--- src/rtl/weight_load_ctrl_pkg.sv ---
// Shared definitions for the weight load controller.
//   Tn, Tm       : default buffer count and kernel words per buffer
//   wl_state_e   : load FSM state encoding
//   clamp_tm     : maps a requested kernel count onto the usable range 1..tm
package weight_load_ctrl_pkg;

  localparam int unsigned Tn = 4;
  localparam int unsigned Tm = 16;

  typedef enum logic [1:0] {
    StIdle = 2'd0,
    StLoad = 2'd1,
    StDone = 2'd2
  } wl_state_e;

  // 0 and anything above tm select the full buffer depth.
  function automatic int unsigned clamp_tm(int unsigned cfg, int unsigned tm);
    return ((cfg == 0) || (cfg > tm)) ? tm : cfg;
  endfunction

endpackage

--- src/rtl/wl_addr_counter.sv ---
// Buffer/kernel address counter pair for the weight loader.
// Kernel index runs 0..limit-1 inside a buffer, then wraps and advances the buffer index.
// Ports:
//   clk, rst   : clock, synchronous active-high reset
//   clr        : zero both indices (takes priority over inc)
//   inc        : advance by one beat
//   limit      : effective kernels per buffer (1..TM)
//   kernel_idx : current kernel word index
//   buf_idx    : current buffer index
//   last       : current position is the final word of the final buffer
module wl_addr_counter #(
  parameter int unsigned TN = 4,
  parameter int unsigned TM = 16,
  localparam int unsigned KernW = $clog2(TM),
  localparam int unsigned BufW = $clog2(TN)
) (
  input  logic             clk,
  input  logic             rst,
  input  logic             clr,
  input  logic             inc,
  input  logic [KernW:0]   limit,
  output logic [KernW-1:0] kernel_idx,
  output logic [BufW-1:0]  buf_idx,
  output logic             last
);

  localparam logic [KernW:0] LimitOne = (KernW + 1)'(1);

  logic [KernW-1:0] kernel_q, kernel_d;
  logic [BufW-1:0]  buf_q, buf_d;
  logic             kernel_wrap;
  logic             buf_last;

  assign kernel_wrap = ({1'b0, kernel_q} == (limit - LimitOne));
  assign buf_last    = (buf_q == BufW'(TN - 1));

  always_comb begin
    kernel_d = kernel_q;
    buf_d    = buf_q;
    if (clr) begin
      kernel_d = '0;
      buf_d    = '0;
    end else if (inc) begin
      if (kernel_wrap) begin
        kernel_d = '0;
        buf_d    = buf_last ? '0 : buf_q + BufW'(1);
      end else begin
        kernel_d = kernel_q + KernW'(1);
      end
    end
  end

  always_ff @(posedge clk) begin
    if (rst) begin
      kernel_q <= '0;
      buf_q    <= '0;
    end else begin
      kernel_q <= kernel_d;
      buf_q    <= buf_d;
    end
  end

  assign kernel_idx = kernel_q;
  assign buf_idx    = buf_q;
  assign last       = kernel_wrap && buf_last;

endmodule

--- src/rtl/weight_load_ctrl.sv ---
// Weight load controller: streams TN*eff_tm words into a flat buffer array,
// kernel-major within each buffer, with a one-cycle registered write port.
// Ports:
//   clk, rst          : clock, synchronous active-high reset
//   start, cfg_tm     : load request and kernels per buffer (0 or >TM means TM)
//   w_valid, w_data   : input stream; w_ready high only while loading
//   wb_wea/addra/dia  : buffer write port, addr = {1'b0, buf_idx, kernel_idx}
//   busy, done        : load in progress / one-cycle completion pulse
//   checksum          : XOR of words written this load
// Build option: define WEIGHT_LOAD_CHECKSUM_EN to enable the checksum accumulator;
// otherwise checksum is tied to zero.
module weight_load_ctrl
  import weight_load_ctrl_pkg::*;
#(
  parameter int unsigned TN = Tn,
  parameter int unsigned TM = Tm,
  parameter int unsigned DATA_WIDTH = 64,
  localparam int unsigned ADDR_WIDTH = $clog2(TM),
  localparam int unsigned ADDR_EXT = $clog2(TN) + 1
) (
  input  logic                           clk,
  input  logic                           rst,
  input  logic                           start,
  input  logic [ADDR_WIDTH:0]            cfg_tm,
  input  logic                           w_valid,
  input  logic [DATA_WIDTH-1:0]          w_data,
  output logic                           w_ready,
  output logic                           wb_wea,
  output logic [ADDR_EXT+ADDR_WIDTH-1:0] wb_addra,
  output logic [DATA_WIDTH-1:0]          wb_dia,
  output logic                           busy,
  output logic                           done,
  output logic [DATA_WIDTH-1:0]          checksum
);

  localparam int unsigned BufW = ADDR_EXT - 1;

  wl_state_e state_q, state_d;
  logic [ADDR_WIDTH:0] eff_tm_q, eff_tm_d;

  logic                  start_acc;
  logic                  beat_acc;
  logic                  cnt_last;
  logic [ADDR_WIDTH-1:0] kernel_idx;
  logic [BufW-1:0]       buf_idx;

  logic                           wea_q;
  logic [ADDR_EXT+ADDR_WIDTH-1:0] addr_q;
  logic [DATA_WIDTH-1:0]          dia_q;

  assign start_acc = (state_q == StIdle) && start;
  assign beat_acc  = (state_q == StLoad) && w_valid;

  wl_addr_counter #(
    .TN(TN),
    .TM(TM)
  ) u_addr_counter (
    .clk       (clk),
    .rst       (rst),
    .clr       (start_acc),
    .inc       (beat_acc),
    .limit     (eff_tm_q),
    .kernel_idx(kernel_idx),
    .buf_idx   (buf_idx),
    .last      (cnt_last)
  );

  always_comb begin
    state_d  = state_q;
    eff_tm_d = eff_tm_q;
    unique case (state_q)
      StIdle: begin
        if (start) begin
          eff_tm_d = (ADDR_WIDTH + 1)'(clamp_tm(int'(cfg_tm), TM));
          state_d  = StLoad;
        end
      end
      StLoad: begin
        if (beat_acc && cnt_last) state_d = StDone;
      end
      StDone:  state_d = StIdle;
      default: state_d = StIdle;
    endcase
  end

  always_ff @(posedge clk) begin
    if (rst) begin
      state_q  <= StIdle;
      eff_tm_q <= (ADDR_WIDTH + 1)'(TM);
      wea_q    <= 1'b0;
      addr_q   <= '0;
      dia_q    <= '0;
    end else begin
      state_q  <= state_d;
      eff_tm_q <= eff_tm_d;
      wea_q    <= beat_acc;
      if (beat_acc) begin
        addr_q <= {1'b0, buf_idx, kernel_idx};
        dia_q  <= w_data;
      end
    end
  end

  // Final write is presented in the DONE cycle, so w_ready is already low then.
  assign w_ready  = (state_q == StLoad);
  assign busy     = (state_q != StIdle);
  assign done     = (state_q == StDone);
  assign wb_wea   = wea_q;
  assign wb_addra = addr_q;
  assign wb_dia   = dia_q;

`ifdef WEIGHT_LOAD_CHECKSUM_EN
  logic [DATA_WIDTH-1:0] csum_q;

  // Accumulates on accept, so the value already covers the word on the write port.
  always_ff @(posedge clk) begin
    if (rst) begin
      csum_q <= '0;
    end else if (start_acc) begin
      csum_q <= '0;
    end else if (beat_acc) begin
      csum_q <= csum_q ^ w_data;
    end
  end

  assign checksum = csum_q;
`else
  assign checksum = '0;
`endif

endmodule

--- config.mk ---
export PLATFORM = sky130hd
export DESIGN_NAME = weight_load_ctrl
export DESIGN_NICKNAME = d
export VERILOG_FILES = /design/src/rtl/weight_load_ctrl_pkg.sv /design/src/rtl/wl_addr_counter.sv /design/src/rtl/weight_load_ctrl.sv
export SDC_FILE = /design/constraint.sdc
export NUM_CORES = 1
export LEC_CHECK = 0
export ABC_AREA = 1
export BUFFER_PORTS_ARGS = -buffer_cell sky130_fd_sc_hd__clkbuf_2
export CORE_ASPECT_RATIO = 1.75
export CORE_MARGIN = 2
export CORE_UTILIZATION = 44
export CTS_CLUSTER_DIAMETER = 150
export CTS_CLUSTER_SIZE = 8
export DETAILED_ROUTE_END_ITERATION = 8
export HOLD_SLACK_MARGIN = 0.08
export PLACE_DENSITY = 0.8
export SYNTH_ARGS = -nofsm -noshare
export SYNTH_HDL_FRONTEND = slang
export SYNTH_SLANG_ARGS = --single-unit
--- constraint.sdc ---
create_clock -name clk -period 1.6 [get_ports clk]
set_input_delay 0.24 -clock clk [delete_from_list [all_inputs] [get_ports clk]]
set_output_delay 0.24 -clock clk [all_outputs]
set_load 0.01 [all_outputs]
==> flow_metrics.env <==
export IMPL_crit_slowest_cell="dfxtp_2"
export IMPL_p_sw_share_pct=26.6
export IMPL_use_met1_pct=20.2
export IMPL_ant_nets=0
export IMPL_ys_seq_area_share_pct=45.1
export IMPL_path_max_fanout=6
export IMPL_cts_buffers=9
export IMPL_grt_util_met3_pct=4.00
export IMPL_antenna_found_initial=0
export IMPL_drv_slew=0
export IMPL_crit_arrival_ps=1770
export IMPL_power_share_clock_pct=40.1
export IMPL_grt_busiest_layer="met2"
export IMPL_max_freq_mhz=642
export IMPL_rsz0062_at_grt="yes"
export IMPL_dp_cells=715
export IMPL_fill_cells=761
export IMPL_final_core_util_pct=55.9
export IMPL_num_antenna_cells=0
export IMPL_grt_pass1_wl_um=13900
export IMPL_cts_path_max_buffers=2
export IMPL_viasPerCell=4.69
export IMPL_synthXorXnorAreaFrac_pct=0.470
export IMPL_totalWireLength_um=8670
export IMPL_ir_worst_vdd_uv=977
export IMPL_synth_simple_area_share_pct=22.6
export IMPL_synth_top_family_by_area="simple AND/OR/NAND/NOR gates"
export IMPL_grt_pass1_vias=3216
export IMPL_pwr_share_seq_pct=45.1
export IMPL_drcViolationCount=0
export IMPL_coreArea_mm2=0.00826
export IMPL_first_iter_violations=174
export IMPL_synth_compound_area_share_pct=11.3
export IMPL_ys_types=26
export IMPL_fin_crit_sh_pct=97.3
export IMPL_track_usage_pct=18.5
export IMPL_synthAdderAreaFrac_pct=1.34
export IMPL_max_cap_violations=0
export IMPL_min_period_ps=1560
export IMPL_nets=714
export IMPL_hold_buffers=0
export IMPL_use_met2_pct=33.4
export IMPL_syn_inst=493
export IMPL_ys_warn_count=0
export IMPL_powerDensity_mw_per_mm2=1110
export IMPL_htree_levels=3
export IMPL_p_int_uw=3780
export IMPL_clock_skew_ps=4.54
export IMPL_cts_tree="done"
export IMPL_drive_gt1_share_pct=29.8
export IMPL_grt_max_degree=40
export IMPL_p_switching_uw=1370
export IMPL_die_area_mm2=0.00925
export IMPL_p_leak_uw=0.00248
export IMPL_cp_end_kind="flop"
export IMPL_die_height_um=126
export IMPL_cp_top_family="simple AND/OR/NAND/NOR gates"
export IMPL_synth_area_mm2=0.00373
export IMPL_crit_chain="inv_2 > ha_4 > inv_2 > nand2_2 > nand2_2 > nor2_4 > nand2_2 > nor2_4 > nand3_4 > o21bai_1 > nand2_1"
export IMPL_syn_avg_cell_area_um2=7.56
export IMPL_setup_viol=0
export IMPL_synthTopCellsByArea="dfxtp_1, nor2_1, buf_4, o21ai_0, nand2_1"
export IMPL_fin_total_pwr_uw=5140
export IMPL_final_cells=734
export IMPL_critPathKind="flop to flop"
export IMPL_hp_class="input port to flop"
export IMPL_place_hpwl_um=6400
export IMPL_clk_pin_slew_ps=60
export IMPL_ios=212
export IMPL_insertion_delay_ps=320
export IMPL_cpMostUsedCell="nand2_2"
export IMPL_port_buffers=146
export IMPL_status="completed"
export IMPL_cts_root_buf="clkbuf_16"
export IMPL_cp_start_kind="flop"
export IMPL_synth_area_leader_cell="dfxtp_1"
export IMPL_gp_congestion=0.946
export IMPL_synth_top_cell_area_share_pct=45.1
export IMPL_slowest_delay_ps=340
export IMPL_die_x_um=73.6
export IMPL_whs_ps=137
export IMPL_hold_viol_final=0
export IMPL_vias=3443
export IMPL_ys_ff_latch=84
export IMPL_muxShareOfSynthArea_pct=0
export IMPL_gr_total_overflow=0
export IMPL_syn2layout_area_growth_pct=23.9
export IMPL_dr_pass1_iters=4
export IMPL_drt_wirelength_per_cell_um=11.8
export IMPL_cp_num_buf_inv=2
export IMPL_p_comb_share_pct=14.8
export IMPL_rows=44
export IMPL_cts_sinks=84
export IMPL_required_ps=1820
export IMPL_start_util_pct=45.1
-- placed cells by master, fill, tap and decap left out, types with 5 or more instances in the layout --
| cell type | synthesis | layout |
|---|---|---|
| nand2_1 | 38 | 34 |
| dfxtp_1 | 84 | 82 |
| a21oi_1 | 8 | 8 |
| inv_1 | 23 | 21 |
| conb_1 | 1 | 65 |
| nor2_1 | 147 | 146 |
| clkbuf_16 | 0 | 9 |
| buf_4 | 67 | 10 |
| nand3_1 | 9 | 9 |
| inv_2 | 4 | 6 |
| o21ai_0 | 71 | 71 |
| nand2_2 | 1 | 5 |
| clkbuf_2 | 0 | 146 |
-- repair_timing --
item / in CTS / in global routing
buffers inserted: 1 / 2
pin swaps: 1 / 7
setup endpoints to repair: 5 / 6
gates resized for setup: 1 / 10
-- worst reg2reg max path, stage by stage (launching register included) --
cell and delay [ps]:
dfxtp_2 340, inv_2 50, ha_4 270, inv_2 40, nand2_2 50, nand2_2 60
nor2_4 110, nand2_2 70, nor2_4 140, nand3_4 110, o21bai_1 150, nand2_1 60
-- flip-flops by register name, summed over array words and instances, names as in the netlist --
register	flops
u_addr_counter.buf_idx	2
state_q	2
wb_dia	64
eff_tm_q	5
wb_wea	1
wb_addra	6
u_addr_counter.kernel_idx	4
-- cells by family after synthesis --
| family | Yosys count |
|---|---|
| and+or+nand+nor | 205 |
| buffers and inverters | 114 |
| DFF | 84 |
| AOI/OAI and AO/OA | 83 |
| adders and majority gates | 4 |
| xor gates and xnor gates | 2 |
| other | 1 |
-- routing by layer --
layer	part of all wire [%]	up-vias
li1	-	1702
met1	38	1579
met2	54	150
met3	6.1	12
met4	2.0	0
met5	0	-
-- stage by stage --
stage,cell area (um^2),setup TNS [ps],setup WS (ps)
6_report,4620,0,43.5
2_1_floorplan,3970,0,121
5_1_grt,4620,-110,-53.1
3_5_place_dp,4260,-112,-63.4
3_3_place_gp,4260,0,54.7
4_1_cts,4570,0,3.73
-- layout make-up --
type / instances / area [um^2] / share of cell area [%]
Clock inverter: 5 / 61.3 / 1.33
Multi-Input combinational cell: 359 / 1610 / 34.8
Clock buffer: 11 / 243 / 5.26
Timing Repair Buffer: 156 / 806 / 17.5
Tap cell: 92 / 115 / 2.49
Sequential cell: 84 / 1680 / 36.5
Inverter: 27 / 101 / 2.20
-- synthesized netlist by cell type --
master / n
nor2_1: 147
dfxtp_1: 84
o21ai_0: 71
buf_4: 67
nand2_1: 38
inv_1: 23
clkbuf_1: 15
nand3_1: 9
a21oi_1: 8
buf_6: 4
ha_1: 4
inv_2: 4
nand4_1: 3
nor2_4: 2
o21ai_1: 2
xor2_1: 2
a22oi_1: 1
buf_1: 1
conb_1: 1
nand2_2: 1
nand3_4: 1
nor2_2: 1
nor2_8: 1
nor3_1: 1
o21bai_1: 1
or4_1: 1
-- worst paths after layout --
path,slack (ps),endpoint,from,depth (start not counted)
max,40,state_q[0],eff_tm_q[0],11
min,140,wb_dia[6],w_data[6],3
max reg2reg,40,state_q[0],eff_tm_q[0],11
min reg2reg,500,eff_tm_q[4],eff_tm_q[4],2
-- power groups by stage --
stage / Sequential, uW / Combinational [uW] / Clock [uW]
2_1_floorplan: 2420 / 499 / 0
3_3_place_gp: 2360 / 726 / 0
3_5_place_dp: 2370 / 742 / 0
4_1_cts: 2320 / 747 / 2100
5_1_grt: 2340 / 854 / 2180
6_report: 2320 / 761 / 2060
Power figures use the tool's default switching activity.
